**config.mk**
```make
export PLATFORM = sky130hd
export DESIGN_NAME = magic_seq_axil_slave
export DESIGN_NICKNAME = d
export VERILOG_FILES = /design/src/rtl/magic_seq_pkg.sv /design/src/rtl/magic_seq_axil_slave.sv
export SDC_FILE = /design/constraint.sdc
export NUM_CORES = 1
export LEC_CHECK = 0
export ABC_AREA = 1
export CAP_MARGIN = 10
export CELL_PAD_IN_SITES_DETAIL_PLACEMENT = 0
export CELL_PAD_IN_SITES_GLOBAL_PLACEMENT = 2
export CORE_UTILIZATION = 23
export DETAILED_ROUTE_END_ITERATION = 8
export GPL_TIMING_DRIVEN = 0
export PLACE_DENSITY = 0.88
export SYNTH_ARGS = -nofsm -noshare
export SYNTH_HDL_FRONTEND = slang
export SYNTH_SLANG_ARGS = --single-unit
```
**constraint.sdc**
```tcl
create_clock -name clk -period 2 [get_ports clk]
set_clock_uncertainty 0.1 [all_clocks]
set_input_delay 0.2 -clock clk [delete_from_list [all_inputs] [get_ports clk]]
set_output_delay 0.2 -clock clk [all_outputs]
set_load 0.005 [all_outputs]
```
**src/rtl/magic_seq_pkg.sv**
```systemverilog
// Shared definitions for the magic sequencer: register offsets, AXI response
// codes, core status/control encodings and the slave FSM state types.
package magic_seq_pkg;

    localparam int unsigned OFF_CONTROL   = 'h00;
    localparam int unsigned OFF_STATUS    = 'h04;
    localparam int unsigned OFF_MAINCNT   = 'h08;
    localparam int unsigned OFF_ENDCNT    = 'h0C;
    localparam int unsigned OFF_WR_INDEX  = 'h40;
    localparam int unsigned OFF_SRC_ADDR  = 'h44;
    localparam int unsigned OFF_SRC_SIZE  = 'h48;
    localparam int unsigned OFF_DES_ADDR  = 'h4C;
    localparam int unsigned OFF_DES_SIZE  = 'h50;
    localparam int unsigned OFF_B1_STATUS = 'h54;
    localparam int unsigned OFF_PROFILE   = 'h58;
    localparam int unsigned OFF_RD_INDEX  = 'h60;

    localparam logic [1:0] RESP_OKAY   = 2'b00;
    localparam logic [1:0] RESP_EXOKAY = 2'b01;
    localparam logic [1:0] RESP_SLVERR = 2'b10;
    localparam logic [1:0] RESP_DECERR = 2'b11;

    localparam logic [3:0] STATUS_SHUTDOWN = 4'b0000;
    localparam logic [3:0] STATUS_RUNNING  = 4'b0001;
    localparam logic [3:0] STATUS_PAUSED   = 4'b0010;
    localparam logic [3:0] STATUS_ERROR    = 4'b0011;

    localparam logic [3:0] CTRL_NOP   = 4'b0000;
    localparam logic [3:0] CTRL_START = 4'b0001;
    localparam logic [3:0] CTRL_STOP  = 4'b0010;
    localparam logic [3:0] CTRL_RESET = 4'b0011;

    typedef enum logic [1:0] {W_IDLE, W_EXEC, W_RESP} wr_state_e;
    typedef enum logic [1:0] {R_IDLE, R_REQ, R_RESP} rd_state_e;
    typedef enum logic [2:0] {
        F_SRC_ADDR, F_SRC_SIZE, F_DES_ADDR, F_DES_SIZE, F_STATUS, F_PROFILE
    } b1_field_e;

endpackage

```
**src/rtl/magic_seq_axil_slave.sv**
```systemverilog
// AXI-Lite register slave for the magic sequencer: stages bank1/bank0 writes
// into the core with one-cycle set strobes and fetches bank1 fields on read.
module magic_seq_axil_slave
    import magic_seq_pkg::*;
#(
    parameter int ADDR_W           = 8,
    parameter int BANK1_INDEX_W    = 2,
    parameter int BANK1_ADDR_W     = 32,
    parameter int BANK1_SIZE_W     = 26,
    parameter int BANK1_STATUS_W   = 2,
    parameter int BANK1_PROFILE_W  = 4,
    parameter int BANK0_CONTROL_W  = 4,
    parameter int BANK0_STATUS_W   = 4,
    parameter int RD_TIMEOUT       = 16
) (
    input  logic                        clk,
    input  logic                        reset,
    input  logic [ADDR_W-1:0]           s_axi_awaddr,
    input  logic                        s_axi_awvalid,
    output logic                        s_axi_awready,
    input  logic [31:0]                 s_axi_wdata,
    input  logic [3:0]                  s_axi_wstrb,
    input  logic                        s_axi_wvalid,
    output logic                        s_axi_wready,
    output logic [1:0]                  s_axi_bresp,
    output logic                        s_axi_bvalid,
    input  logic                        s_axi_bready,
    input  logic [ADDR_W-1:0]           s_axi_araddr,
    input  logic                        s_axi_arvalid,
    output logic                        s_axi_arready,
    output logic [31:0]                 s_axi_rdata,
    output logic [1:0]                  s_axi_rresp,
    output logic                        s_axi_rvalid,
    input  logic                        s_axi_rready,
    output logic [BANK1_INDEX_W-1:0]    ext_bank1_inp_index,
    output logic [BANK1_ADDR_W-1:0]     ext_bank1_inp_src_addr,
    output logic [BANK1_SIZE_W-1:0]     ext_bank1_inp_src_size,
    output logic [BANK1_ADDR_W-1:0]     ext_bank1_inp_des_addr,
    output logic [BANK1_SIZE_W-1:0]     ext_bank1_inp_des_size,
    output logic [BANK1_STATUS_W-1:0]   ext_bank1_inp_status,
    output logic [BANK1_PROFILE_W-1:0]  ext_bank1_inp_profile,
    output logic                        ext_bank1_set_src_addr,
    output logic                        ext_bank1_set_src_size,
    output logic                        ext_bank1_set_status,
    output logic                        ext_bank1_set_profile,
    output logic [BANK1_INDEX_W-1:0]    ext_bank1_out_index,
    output logic                        ext_bank1_out_req,
    output logic [BANK0_CONTROL_W-1:0]  ext_bank0_inp_control,
    output logic                        ext_bank0_set_control,
    output logic [BANK1_INDEX_W-1:0]    ext_bank0_inp_endCnt,
    output logic                        ext_bank0_set_endCnt,
    input  logic                        bank1_set_actual_src_addr,
    input  logic                        bank1_set_actual_src_size,
    input  logic                        bank1_set_actual_status,
    input  logic                        bank1_set_actual_profile,
    input  logic [BANK1_ADDR_W-1:0]     ext_bank1_out_src_addr,
    input  logic [BANK1_SIZE_W-1:0]     ext_bank1_out_src_size,
    input  logic [BANK1_ADDR_W-1:0]     ext_bank1_out_des_addr,
    input  logic [BANK1_SIZE_W-1:0]     ext_bank1_out_des_size,
    input  logic [BANK1_STATUS_W-1:0]   ext_bank1_out_status,
    input  logic [BANK1_PROFILE_W-1:0]  ext_bank1_out_profile,
    input  logic                        ext_bank1_out_ready,
    input  logic [BANK0_STATUS_W-1:0]   ext_bank0_out_status,
    input  logic [BANK1_INDEX_W-1:0]    ext_bank0_out_mainCnt,
    input  logic [BANK1_INDEX_W-1:0]    ext_bank0_out_endCnt
);

    localparam int CNT_W = $clog2(RD_TIMEOUT) + 1;

    wr_state_e                    wr_state_q, wr_state_d;
    logic                         aw_held_q, aw_held_d, w_held_q, w_held_d;
    logic [ADDR_W-1:0]            awaddr_q, awaddr_d;
    logic [31:0]                  wdata_q, wdata_d;
    logic [3:0]                   wstrb_q, wstrb_d;
    logic [1:0]                   bresp_q, bresp_d;
    logic [BANK1_INDEX_W-1:0]     wr_index_q, wr_index_d, rd_index_q, rd_index_d;
    logic [BANK1_ADDR_W-1:0]      src_addr_q, src_addr_d, des_addr_q, des_addr_d;
    logic [BANK1_SIZE_W-1:0]      src_size_q, src_size_d, des_size_q, des_size_d;
    logic [BANK1_STATUS_W-1:0]    status_q, status_d;
    logic [BANK1_PROFILE_W-1:0]   profile_q, profile_d;
    logic [BANK0_CONTROL_W-1:0]   control_q, control_d;
    logic [BANK1_INDEX_W-1:0]     endcnt_q, endcnt_d;

    rd_state_e                    rd_state_q, rd_state_d;
    b1_field_e                    rfield_q, rfield_d;
    logic [CNT_W-1:0]             rd_cnt_q, rd_cnt_d;
    logic [31:0]                  rdata_q, rdata_d;
    logic [1:0]                   rresp_q, rresp_d;

    logic wr_mapped;
    logic strobe_en;

    assign wr_mapped = awaddr_q inside {
        ADDR_W'(OFF_CONTROL), ADDR_W'(OFF_STATUS), ADDR_W'(OFF_MAINCNT),
        ADDR_W'(OFF_ENDCNT), ADDR_W'(OFF_WR_INDEX), ADDR_W'(OFF_SRC_ADDR),
        ADDR_W'(OFF_SRC_SIZE), ADDR_W'(OFF_DES_ADDR), ADDR_W'(OFF_DES_SIZE),
        ADDR_W'(OFF_B1_STATUS), ADDR_W'(OFF_PROFILE), ADDR_W'(OFF_RD_INDEX)};

    // A reset landing on the execute cycle must not leak a strobe to the core.
    assign strobe_en = !reset;

    always_comb begin
        wr_state_d  = wr_state_q;
        aw_held_d   = aw_held_q;
        w_held_d    = w_held_q;
        awaddr_d    = awaddr_q;
        wdata_d     = wdata_q;
        wstrb_d     = wstrb_q;
        bresp_d     = bresp_q;
        wr_index_d  = wr_index_q;
        rd_index_d  = rd_index_q;
        src_addr_d  = src_addr_q;
        src_size_d  = src_size_q;
        des_addr_d  = des_addr_q;
        des_size_d  = des_size_q;
        status_d    = status_q;
        profile_d   = profile_q;
        control_d   = control_q;
        endcnt_d    = endcnt_q;
        s_axi_awready          = 1'b0;
        s_axi_wready           = 1'b0;
        s_axi_bvalid           = 1'b0;
        ext_bank1_set_src_addr = 1'b0;
        ext_bank1_set_src_size = 1'b0;
        ext_bank1_set_status   = 1'b0;
        ext_bank1_set_profile  = 1'b0;
        ext_bank0_set_control  = 1'b0;
        ext_bank0_set_endCnt   = 1'b0;
        case (wr_state_q)
            W_IDLE: begin
                s_axi_awready = !aw_held_q;
                s_axi_wready  = !w_held_q;
                if (s_axi_awvalid && !aw_held_q) begin
                    aw_held_d = 1'b1;
                    awaddr_d  = s_axi_awaddr;
                end
                if (s_axi_wvalid && !w_held_q) begin
                    w_held_d = 1'b1;
                    wdata_d  = s_axi_wdata;
                    wstrb_d  = s_axi_wstrb;
                end
                if (aw_held_d && w_held_d) wr_state_d = W_EXEC;
            end
            W_EXEC: begin
                aw_held_d  = 1'b0;
                w_held_d   = 1'b0;
                wr_state_d = W_RESP;
                bresp_d    = RESP_OKAY;
                if (!wr_mapped) begin
                    bresp_d = RESP_DECERR;
                end else if (wstrb_q != 4'hF) begin
                    bresp_d = RESP_SLVERR;
                end else begin
                    case (awaddr_q)
                        ADDR_W'(OFF_CONTROL): begin
                            control_d             = wdata_q[BANK0_CONTROL_W-1:0];
                            ext_bank0_set_control = strobe_en;
                        end
                        ADDR_W'(OFF_ENDCNT): begin
                            endcnt_d             = wdata_q[BANK1_INDEX_W-1:0];
                            ext_bank0_set_endCnt = strobe_en;
                            if (ext_bank0_out_status != '0) bresp_d = RESP_SLVERR;
                        end
                        ADDR_W'(OFF_WR_INDEX): wr_index_d = wdata_q[BANK1_INDEX_W-1:0];
                        ADDR_W'(OFF_RD_INDEX): rd_index_d = wdata_q[BANK1_INDEX_W-1:0];
                        ADDR_W'(OFF_SRC_ADDR): begin
                            src_addr_d             = wdata_q[BANK1_ADDR_W-1:0];
                            ext_bank1_set_src_addr = strobe_en;
                            if (!bank1_set_actual_src_addr) bresp_d = RESP_SLVERR;
                        end
                        ADDR_W'(OFF_SRC_SIZE): begin
                            src_size_d             = wdata_q[BANK1_SIZE_W-1:0];
                            ext_bank1_set_src_size = strobe_en;
                            if (!bank1_set_actual_src_size) bresp_d = RESP_SLVERR;
                        end
                        ADDR_W'(OFF_DES_ADDR): des_addr_d = wdata_q[BANK1_ADDR_W-1:0];
                        ADDR_W'(OFF_DES_SIZE): des_size_d = wdata_q[BANK1_SIZE_W-1:0];
                        ADDR_W'(OFF_B1_STATUS): begin
                            status_d             = wdata_q[BANK1_STATUS_W-1:0];
                            ext_bank1_set_status = strobe_en;
                            if (!bank1_set_actual_status) bresp_d = RESP_SLVERR;
                        end
                        ADDR_W'(OFF_PROFILE): begin
                            profile_d             = wdata_q[BANK1_PROFILE_W-1:0];
                            ext_bank1_set_profile = strobe_en;
                            if (!bank1_set_actual_profile) bresp_d = RESP_SLVERR;
                        end
                        default: bresp_d = RESP_SLVERR; // read-only registers
                    endcase
                end
            end
            W_RESP: begin
                s_axi_bvalid = 1'b1;
                if (s_axi_bready) wr_state_d = W_IDLE;
            end
            default: wr_state_d = W_IDLE;
        endcase
    end

    always_comb begin
        rd_state_d        = rd_state_q;
        rfield_d          = rfield_q;
        rd_cnt_d          = rd_cnt_q;
        rdata_d           = rdata_q;
        rresp_d           = rresp_q;
        s_axi_arready     = 1'b0;
        s_axi_rvalid      = 1'b0;
        ext_bank1_out_req = 1'b0;
        case (rd_state_q)
            R_IDLE: begin
                s_axi_arready = 1'b1;
                if (s_axi_arvalid) begin
                    rd_state_d = R_RESP;
                    rdata_d    = '0;
                    rresp_d    = RESP_OKAY;
                    rd_cnt_d   = '0;
                    case (s_axi_araddr)
                        ADDR_W'(OFF_STATUS):   rdata_d = 32'(ext_bank0_out_status);
                        ADDR_W'(OFF_MAINCNT):  rdata_d = 32'(ext_bank0_out_mainCnt);
                        ADDR_W'(OFF_ENDCNT):   rdata_d = 32'(ext_bank0_out_endCnt);
                        ADDR_W'(OFF_WR_INDEX): rdata_d = 32'(wr_index_q);
                        ADDR_W'(OFF_RD_INDEX): rdata_d = 32'(rd_index_q);
                        ADDR_W'(OFF_CONTROL):  rresp_d = RESP_SLVERR;
                        ADDR_W'(OFF_SRC_ADDR):  begin rfield_d = F_SRC_ADDR; rd_state_d = R_REQ; end
                        ADDR_W'(OFF_SRC_SIZE):  begin rfield_d = F_SRC_SIZE; rd_state_d = R_REQ; end
                        ADDR_W'(OFF_DES_ADDR):  begin rfield_d = F_DES_ADDR; rd_state_d = R_REQ; end
                        ADDR_W'(OFF_DES_SIZE):  begin rfield_d = F_DES_SIZE; rd_state_d = R_REQ; end
                        ADDR_W'(OFF_B1_STATUS): begin rfield_d = F_STATUS;   rd_state_d = R_REQ; end
                        ADDR_W'(OFF_PROFILE):   begin rfield_d = F_PROFILE;  rd_state_d = R_REQ; end
                        default: rresp_d = RESP_DECERR;
                    endcase
                end
            end
            R_REQ: begin
                ext_bank1_out_req = 1'b1;
                if (ext_bank1_out_ready) begin
                    rd_state_d = R_RESP;
                    rresp_d    = RESP_OKAY;
                    case (rfield_q)
                        F_SRC_ADDR: rdata_d = 32'(ext_bank1_out_src_addr);
                        F_SRC_SIZE: rdata_d = 32'(ext_bank1_out_src_size);
                        F_DES_ADDR: rdata_d = 32'(ext_bank1_out_des_addr);
                        F_DES_SIZE: rdata_d = 32'(ext_bank1_out_des_size);
                        F_STATUS:   rdata_d = 32'(ext_bank1_out_status);
                        default:    rdata_d = 32'(ext_bank1_out_profile);
                    endcase
                end else if (rd_cnt_q == CNT_W'(RD_TIMEOUT - 1)) begin
                    rd_state_d = R_RESP;
                    rdata_d    = '0;
                    rresp_d    = RESP_SLVERR;
                end else begin
                    rd_cnt_d = rd_cnt_q + 1'b1;
                end
            end
            R_RESP: begin
                s_axi_rvalid = 1'b1;
                if (s_axi_rready) rd_state_d = R_IDLE;
            end
            default: rd_state_d = R_IDLE;
        endcase
    end

    always_ff @(posedge clk) begin
        if (reset) begin
            wr_state_q <= W_IDLE;
            aw_held_q  <= 1'b0;
            w_held_q   <= 1'b0;
            awaddr_q   <= '0;
            wdata_q    <= '0;
            wstrb_q    <= '0;
            bresp_q    <= RESP_OKAY;
            wr_index_q <= '0;
            rd_index_q <= '0;
            src_addr_q <= '0;
            src_size_q <= '0;
            des_addr_q <= '0;
            des_size_q <= '0;
            status_q   <= '0;
            profile_q  <= '0;
            control_q  <= '0;
            endcnt_q   <= '0;
            rd_state_q <= R_IDLE;
            rfield_q   <= F_SRC_ADDR;
            rd_cnt_q   <= '0;
            rdata_q    <= '0;
            rresp_q    <= RESP_OKAY;
        end else begin
            wr_state_q <= wr_state_d;
            aw_held_q  <= aw_held_d;
            w_held_q   <= w_held_d;
            awaddr_q   <= awaddr_d;
            wdata_q    <= wdata_d;
            wstrb_q    <= wstrb_d;
            bresp_q    <= bresp_d;
            wr_index_q <= wr_index_d;
            rd_index_q <= rd_index_d;
            src_addr_q <= src_addr_d;
            src_size_q <= src_size_d;
            des_addr_q <= des_addr_d;
            des_size_q <= des_size_d;
            status_q   <= status_d;
            profile_q  <= profile_d;
            control_q  <= control_d;
            endcnt_q   <= endcnt_d;
            rd_state_q <= rd_state_d;
            rfield_q   <= rfield_d;
            rd_cnt_q   <= rd_cnt_d;
            rdata_q    <= rdata_d;
            rresp_q    <= rresp_d;
        end
    end

    // The core sees the staged value during the strobe cycle itself.
    assign ext_bank1_inp_index    = wr_index_d;
    assign ext_bank1_inp_src_addr = src_addr_d;
    assign ext_bank1_inp_src_size = src_size_d;
    assign ext_bank1_inp_des_addr = des_addr_d;
    assign ext_bank1_inp_des_size = des_size_d;
    assign ext_bank1_inp_status   = status_d;
    assign ext_bank1_inp_profile  = profile_d;
    assign ext_bank0_inp_control  = control_d;
    assign ext_bank0_inp_endCnt   = endcnt_d;
    assign ext_bank1_out_index    = rd_index_q;
    assign s_axi_bresp            = bresp_q;
    assign s_axi_rdata            = rdata_q;
    assign s_axi_rresp            = rresp_q;

endmodule
```
==> impl_metrics.py <==
metrics = {
    "detailed_routing": {
        "dr.pass1.iters": 5,
        "drt_wl_total_mm": 51.38,
        "routedWlPerCell_um": 17.35,
        "drc": 0,
        "dr.first_iter.drc_count": 701,
        "vias_per_cell": 4.405,
        "postRouteAntennaNets": 0,
        "vias": 13040,
    },
    "global_routing": {
        "grt_max_degree": 20,
        "grt_remaining_overflow": 0,
        "track_usage_pct": 20.87,
        "antenna_found_initial": 0,
        "first_global_vias": 12810,
        "grt_pass1_wl_mm": 75.78,
    },
    "yosys": {
        "synth_ff_type": "dfxtp_1",
        "yosysUniqueCellTypes": 30,
        "syn_avg_cell_area_um2": 6.285,
        "synth.area.top_cells": "dfxtp_1, nand2_1, inv_1",
        "synth_edf_count": 0,
        "yosysTopAreaCellShare_pct": 41.61,
        "syn_inst": 1730,
        "synthArstFlopShare_pct": 0,
        "ys_seq_area_share_pct": 41.61,
        "yosys_warnings": 0,
        "syn-cell-area_um2": 10870,
        "synth_largest_area_cell": "dfxtp_1",
        "synth_nets": 1926,
        "ys_ff_latch": 226,
    },
    "run_status": {
        "violations": "setup timing",
        "status": "complete, but fails checks",
    },
    "floorplanning": {
        "start_util_pct": 23.35,
        "core_area_um2": 46560,
        "num_rows": 79,
        "dieArea_um2": 48150,
        "die_x_um": 219.4,
        "die_h_um": 219.4,
        "ios": 374,
    },
    "power_and_ir_drop": {
        "p_seq_share_pct": 41.9,
        "p_clk_share_pct": 45.5,
        "p_int_mw": 8.593,
        "p_total_mw": 11.73,
        "combPwrFrac_pct": 12.6,
        "p_leak_nw": 10.01,
        "p_per_area_nw_per_um2": 584.9,
        "swShare_pct": 26.74,
        "vdd_drop_max_v": 0.0006442,
        "switchingPower_mw": 3.136,
    },
    "timing": {
        "tightest_slew_ns": 0.7872,
        "fmax_mhz": 373.1,
        "setup_slack_ns": -0.6802,
        "rsz0062_at_grt": "true",
        "slew_headroom_pct": 47.52,
        "hold_slack_ns": 0.1656,
        "fin_crit_sh_pct": 134.0,
        "slew_violations": 0,
        "finalSetupViolCount": 142,
        "final_hold_viol_count": 0,
        "fin_crit_ns": 2.680,
    },
    "worst_setup_path": {
        "worst_path_max_delay_cell": "dfxtp_2",
        "path_max_fanout": 6,
        "max_stage_delay_ns": 0.33,
        "end_kind": "output port",
        "path_common_cell": "buf_6",
        "critPathRequiredTime_ns": 1.70,
        "crit_chain": "inv_2, nor2_4, clkinv_4, nor2_4, buf_12, nand3b_4, buf_12, buf_8, buf_6, buf_6, o21ai_4, inv_2, buf_6",
        "critPathKind": "reg2out",
        "crit_path_start_kind": "flop",
        "arrival_ns": 2.38,
    },
    "place": {
        "port_buffers": 373,
        "globalplace.congestion": 0.8815,
        "dpl.hpwl_mm": 36.56,
    },
    "clocking": {
        "clk_pin_slew_worst_paths_ns": 0.06,
        "cts_tree": "built",
        "cts-buffers-inserted": 28,
        "htree_levels": 1,
        "max-clock-path-buffers": 3,
        "cts-root-buf": "clkbuf_16",
        "clkLatencyLatePin_ns": 0.57,
        "cts_num_sinks": 226,
        "cts_hold_buffers": 0,
    },
    "cells_and_area": {
        "final_nets": 2531,
        "drive_above_1_share_pct": 33.86,
        "fillers": 4707,
        "antenna_cells": 0,
        "area_growth_pct": 84.43,
    },
    "job": {
        "cap_viol_max_count": 0,
    },
    "min_path": {
        "hold_path.class": "in2reg",
    },
}
[power by group through the flow]
| stage | Combinational [mW] | Sequential (mW) | Clock [mW] |
|---|---|---|---|
| 4_1_cts | 1.39 | 4.89 | 5.44 |
| 6_report | 1.48 | 4.92 | 5.33 |
| 2_1_floorplan | 0.541 | 4.83 | 0 |
| 5_1_grt | 1.61 | 4.94 | 5.63 |
| 3_5_place_dp | 1.26 | 4.91 | 0 |
| 3_3_place_gp | 1.26 | 4.90 | 0 |
[worst max-delay path, delay by kind of cell (launching register included)]
| family | cells | cell delay [ns] |
|---|---|---|
| simple gates | 3 | 0.36 |
| buf+inv | 9 | 0.97 |
| compound gates | 1 | 0.14 |
| flops | 1 | 0.33 |
[what timing repair did]
action / 4_1_cts / 5_1_grt
gates cloned: 14 / 1
pin swaps: 90 / 94
buffers inserted: 180 / 52
endpoints found under the setup margin: 246 / 233
gates resized for setup: 975 / 254
[metal layers]
metal	global-route usage (%)	up-vias	part of all wire (%)
met5	0	-	0
met4	5.208	0	2.3
met3	3.229	62	4.7
met2	36.49	299	49
met1	26.53	6160	44
li1	-	6523	-
[sequential cells by signal, summed over array words and instances, names as in the netlist, 3 cells and up]
signal       cells
src_size_q      26
control_q        4
src_addr_q      32
wdata_q         32
wstrb_q          4
profile_q        4
rfield_q         3
s_axi_rdata     32
des_addr_q      32
des_size_q      26
awaddr_q         8
rd_cnt_q         5
[stage by stage]
step | setup slack (ns) | instance area [µm²] | util, % | std cells | TNS (ns)
final | -0.6802 | 20050 | 43.07 | 2961 | -74.69
after global routing | -0.7558 | 20050 | 43.07 | 2961 | -89.69
after CTS | -0.6909 | 19330 | 41.52 | 2952 | -80.81
after detailed placement | -1.398 | 15370 | 33.01 | 2710 | -130.14
after global placement | -1.415 | 15370 | 33.01 | 2710 | -128.15
after floorplan | 0.3672 | 10870 | - | 1730 | 0
[cell usage after synthesis, drive strengths merged, types with 4 or more instances]
master,n
a21oi,87
a22o,6
buf,37
clkbuf,44
dfxtp,226
inv,268
nand2,558
nand3,37
nand3b,4
nand4,25
nor2,250
nor3,7
o21ai,172
[cell type report]
class,instances,area (µm²),share of cell area [%]
repair buffers,577,5433,27.09
clock buffers,43,877.1,4.374
flip-flops and latches,226,4543,22.66
well taps,607,759.5,3.787
inverters,271,1039,5.179
clock inverters,6,95.09,0.4742
multi-input cells,1153,6698,33.40
plain buffers,78,609.3,3.039
[logic make-up after synthesis]
kind of cell / synth area share, %
compound gates: 12.72
buf+inv: 12.69
simple gates: 32.75
fa+ha+maj: 0.2301
flops: 41.61
[worst paths after layout]
| path | startpoint | slack [ns] | depth (start not counted) | end |
|---|---|---|---|---|
| setup / recovery | wr_state_q[0] | -0.68 | 13 | ext_bank1_inp_des_addr[3] |
| hold / removal | s_axi_wstrb[1] | 0.17 | 3 | wstrb_q[1] |
| setup reg to reg | awaddr_q[0] | -0.60 | 18 | src_size_q[3] |
| hold reg to reg | s_axi_rdata[13] | 0.36 | 2 | s_axi_rdata[13] |
[cells in the final DEF (no fill, tap or decap), types with 15 or more instances in the layout]
cell type and n:
o21ai_2 42, clkbuf_2 22, buf_12 20, dfxtp_1 211, clkdlybuf4s50_1 231, nand3_1 24, dfxtp_2 15, buf_4 115
buf_2 99, nand2_1 398, nand2_2 102, clkbuf_16 33, nand2_4 52, inv_2 42, o21ai_4 57, nor2_1 228
clkbuf_1 33, o21ai_0 70, buf_6 101, inv_1 220, nand4_1 24, a21oi_1 80
No activity file was read; power rests on OpenSTA's default activity.
==> RTL change 1 (same flow settings) <==
The parameter `BANK1_SIZE_W` goes from 26 to 22.
--- a/src/rtl/magic_seq_axil_slave.sv
+++ b/src/rtl/magic_seq_axil_slave.sv
@@ -8,3 +8,3 @@
     parameter int BANK1_ADDR_W     = 32,
-    parameter int BANK1_SIZE_W     = 26,
+    parameter int BANK1_SIZE_W     = 22,
     parameter int BANK1_STATUS_W   = 2,
Interface: changed (resized ext_bank1_inp_des_size, ext_bank1_inp_src_size, ext_bank1_out_des_size and ext_bank1_out_src_size); port bits go from 374 to 358. No check against the original RTL was run, so the function may have changed too.
==> RTL change 1 against the unedited design <==
The run still ends with negative setup slack left; setup slack got worse by 78 ps; final cell count shrank 8.9%; wire length down 12%; sequential cell count is 8 lower; count of clock-buffer cells in the layout shrank 5; register-to-register slack improved by 460 ps; combinational power is 5% lower; synthesized area down 4.6%; fmax shrank 2.8%; first-iteration DRC count down 34%; total power shrank 8.4%; design area is 4.7% lower; critical endpoint is now ext_bank1_inp_des_size[3]; highest routed layer is now met5.
==> RTL change 1: results (changes against the unedited design) <==
[place]
port_buffers = 357  ; -4.3%
place_congestion = 0.917  ; +4.0%
hpwl_um = 31300  ; -14%

[logic_synthesis]
ys_top_cells_by_area = dfxtp_1 42%, inv_1 11%, nand2_1 9.2%
synthFlopType = dfxtp_1
synthArstFlopShare = 0  ; unchanged
synthAdderAreaFrac = 0.00241  ; +0.000110
ys_types = 37  ; +23%
ys_top_cells_by_count = 293 x inv_1, 254 x nand2_1, 218 x dfxtp_1, 218 x nor2_1, 76 x o21ai_0
synth_fp_nets = 1699  ; -12%
seq_area_frac_synth = 0.421  ; +0.00449
synth_top_cell_area_share = 0.421  ; +0.00449
synth_compound_area_frac = 0.162  ; +0.0349
synthMuxAreaShare = 0  ; unchanged

[power]
cellPowerDensity_nw_per_um2 = 562  ; -3.8%
swShare = 0.264  ; -0.00337
p_seq_mw = 4.75  ; -3%
peakVddDrop_v = 0.000543  ; -16%
p_clk_mw = 4.59  ; -14%
leakagePower_nw = 9.69  ; -3.2%

[global_routing]
use_met1 = 0.229  ; -0.0363
antenna_found_initial = 1  ; +1
grt.total_usage = 0.178  ; -0.0303
grt_max_degree = 13  ; -35%
grt_pass1_vias = 10800  ; -16%
grt_first_pass_wirelength_um = 63300  ; -16%
use_met3 = 0.0301  ; -0.00222
use_met2 = 0.308  ; -0.0565

[min_path]
hold_end = awaddr_q[4]
hp-start = s_axi_awaddr[4]

[worst_setup_path]
setup.worst_path.end = ext_bank1_inp_des_size[3]
cpPeakStageDelay_ps = 330  ; about the same
r2r-start = awaddr_q[5]
timing.rr.end = des_size_q[7]
start_kind = flip-flop
r2r_cells = 14  ; -4
r2r_setup_slack_ps = -140  ; +460 ps
cp.arrival_ps = 2460  ; +80 ps

[timing]
tightest_slew_ps = 849  ; +61.4 ps
tns_ps = -71350  ; +3340 ps
finalWorstSetupSlack_ps = -758  ; -77.9 ps
setup_viol = 137  ; -3.5%

[route]
route.met2.wl_um = 22200  ; -12%
routedWlPerCell_um = 16.7  ; -3.6%
via_per_inst = 4.25  ; -3.5%
wl_met1_um = 20100  ; -11%
wl_met3_um = 1650  ; -32%
drtIter0Drc = 461  ; -34%
highest_layer = met5

[clock_network]
insertion_delay_ps = 550  ; -20 ps
cts_buffers = 27  ; -3.6%

[finish]
final_nets = 2279  ; -10%
layout-drive-gt1-share = 0.360  ; +0.0218

[status]
status = finished, violations left
failed_checks = negative setup slack

## RTL change 1: cell count changes after synthesis, sizes merged, moves of 18 or more
| cell | change |
|---|---|
| inv | +40 |
| a22oi | +18 |
| nand2 | -264 |
| nand4 | -20 |
| clkbuf | -19 |
| a21oi | -23 |
## RTL change 1: stage by stage
stage,util,worst slack [ps],std cells
global placement,0.331,-1310,2460
CTS,0.375,-876,2553
finish,0.431,-758,2698
detailed placement,0.331,-1320,2460
floorplan,-,319,1511
global route,0.431,-877,2698
## RTL change 1: layout make-up
cell class,count,area [um2]
fill,4479,25200
multi-input combinational,917,5950
timing repair buffer,551,5400
sequential,218,4390
inverter,308,1200
clock buffer,38,757
tap,592,741
buffer,68,602
clock inverter,6,55.1
## RTL change 1: timing repair
item,CTS,global route
resized for setup,333,583
pin swaps,10,51
gates cloned,8,4
setup endpoints to repair,190,172
buffers inserted,41,151
==> RTL change 2 (same settings) <==
Made on the original files. `awaddr_q`, `wdata_q`, `src_addr_q`, `des_addr_q` and `rdata_q` no longer have a reset.
--- a/src/rtl/magic_seq_axil_slave.sv
+++ b/src/rtl/magic_seq_axil_slave.sv
@@ -267,4 +267,2 @@
             w_held_q   <= 1'b0;
-            awaddr_q   <= '0;
-            wdata_q    <= '0;
             wstrb_q    <= '0;
@@ -273,5 +271,3 @@
             rd_index_q <= '0;
-            src_addr_q <= '0;
             src_size_q <= '0;
-            des_addr_q <= '0;
             des_size_q <= '0;
@@ -284,3 +280,2 @@
             rd_cnt_q   <= '0;
-            rdata_q    <= '0;
             rresp_q    <= RESP_OKAY;
@@ -290,4 +285,2 @@
             w_held_q   <= w_held_d;
-            awaddr_q   <= awaddr_d;
-            wdata_q    <= wdata_d;
             wstrb_q    <= wstrb_d;
@@ -296,5 +289,3 @@
             rd_index_q <= rd_index_d;
-            src_addr_q <= src_addr_d;
             src_size_q <= src_size_d;
-            des_addr_q <= des_addr_d;
             des_size_q <= des_size_d;
@@ -307,5 +298,12 @@
             rd_cnt_q   <= rd_cnt_d;
-            rdata_q    <= rdata_d;
             rresp_q    <= rresp_d;
         end
+    end
+
+    always_ff @(posedge clk) begin
+        awaddr_q   <= awaddr_d;
+        wdata_q    <= wdata_d;
+        src_addr_q <= src_addr_d;
+        des_addr_q <= des_addr_d;
+        rdata_q    <= rdata_d;
     end
Check against the original RTL: not equivalent (Yosys sat finds a counterexample within 4 cycles, from zero or initial values and one cycle with reset high).
==> RTL change 2 against the unedited design <==
The run still ends with negative setup slack left; total power decreased by 2.4%; synthesized cell count decreased by 34%; count of clock-buffer cells in the layout decreased by 2; synthesized area decreased by 13%; sequential cell count unchanged; wire length decreased by 23%; design area decreased by 13%; critical path depth decreased by 1; setup slack improved by 140 ps.
==> RTL change 2: results (changes against the unedited design) <==
[timing]
finalWorstSetupSlack_ps = -537  ; +144 ps
tns_ps = -59090  ; +15,600 ps
slew_headroom = 0.478  ; +0.00244
whs_ps = 77.2  ; -88.3 ps
setup_viol = 136  ; -4.2%

[place]
hpwl_um = 27600  ; -25%
place_congestion = 0.818  ; -7.3%
port_buffers = 372  ; -0.27%
dp_cells = 2045  ; -25%

[min_path]
hp-start = s_axi_wdata[7]

[logic_synthesis]
ys_top_cells_by_count = 316 x nand2_1, 155 x inv_1, 154 x dfxtp_1
synth_edf_count = 72  ; +72
ys_types = 39  ; +30%
ys_top_cells_by_area = dfxtp_1 33%, edfxtp_1 23%, nand2_1 13%
seq_area_frac_synth = 0.555  ; +0.139
synth_compound_area_frac = 0.138  ; +0.0106

[power]
leakagePower_nw = 7.72  ; -23%

[worst_setup_path]
cp.arrival_ps = 2240  ; -140 ps
r2r-start = awaddr_q[4]
startpoint = wr_state_q[1]
critPathMaxFanout = 5  ; -1

[global_routing]
grt_first_pass_wirelength_um = 56900  ; -25%
use_met1 = 0.203  ; -0.0625
grt_pass1_vias = 9856  ; -23%

[route]
wl_met1_um = 15500  ; -31%
vias = 9758  ; -25%
route.met2.wl_um = 20000  ; -20%
drtIter0Drc = 405  ; -42%
wl_met3_um = 2850  ; +18%
wirelength_um = 39600  ; -23%

[status]
status = finished, violations left
failed_checks = negative setup slack

[finish]
final_nets = 1873  ; -26%
layout-drive-gt1-share = 0.385  ; +0.0464

[clock_network]
cts_buffers = 29  ; +3.6%

RTL change 2: timing repair:
item	4_1_cts	5_1_grt
setup endpoints to repair	210	162
resized for setup	980	146
endpoints found under the hold margin	0	0
buffers inserted	94	27
hold buffers	0	0
pin swaps	68	55
gates cloned	10	2
RTL change 2: final cells by class:
class | instances | area, um2
Antenna cell | 1 | 2.50
Buffer | 43 | 502
Clock buffer | 41 | 875
Clock inverter | 12 | 105
Fill cell | 3867 | 22600
Inverter | 164 | 656
Multi-Input combinational cell | 716 | 4820
Sequential cell | 226 | 5260
Tap cell | 525 | 657
Timing Repair Buffer | 496 | 4610
Timing Repair inverter | 1 | 16.3
RTL change 2: logic make-up (layout without fill, tap and decap cells):
kind of cell,Yosys count,after routing
buffers and inverters,208,757
DFF,226,226
other,0,1
adders and majority gates,2,2
AOI/OAI and AO/OA,226,226
and+or+nand+nor,486,488
RTL change 2: final timing paths:
| check | endpoint | cells past startpoint |
|---|---|---|
| setup / recovery | ext_bank1_inp_src_addr[12] | 12 |
| hold / removal | wdata_q[7] | 1 |
| setup reg to reg | endcnt_q[1] | 12 |
| hold reg to reg | des_addr_q[3] | 2 |
RTL change 2: worst reg2reg max path, stage by stage (launching register included):
cell and delay (ps):
edfxtp_1 430, nor2_1 160, nand3_1 140, inv_2 120, buf_4 130, nand3_4 70
buf_6 140, nand2_1 70, o21ai_2 60, buf_4 160, buf_4 120, buf_4 120
nor2_1 70
RTL change 2: power by group:
| group | total (mW) | internal (mW) | switching (mW) | leakage (nW) |
|---|---|---|---|---|
| Clock | 5.25 | 3.18 | 2.07 | 0.483 |
| Combinational | 1.13 | 0.614 | 0.513 | 5.29 |
| Sequential | 5.08 | 4.93 | 0.151 | 1.95 |
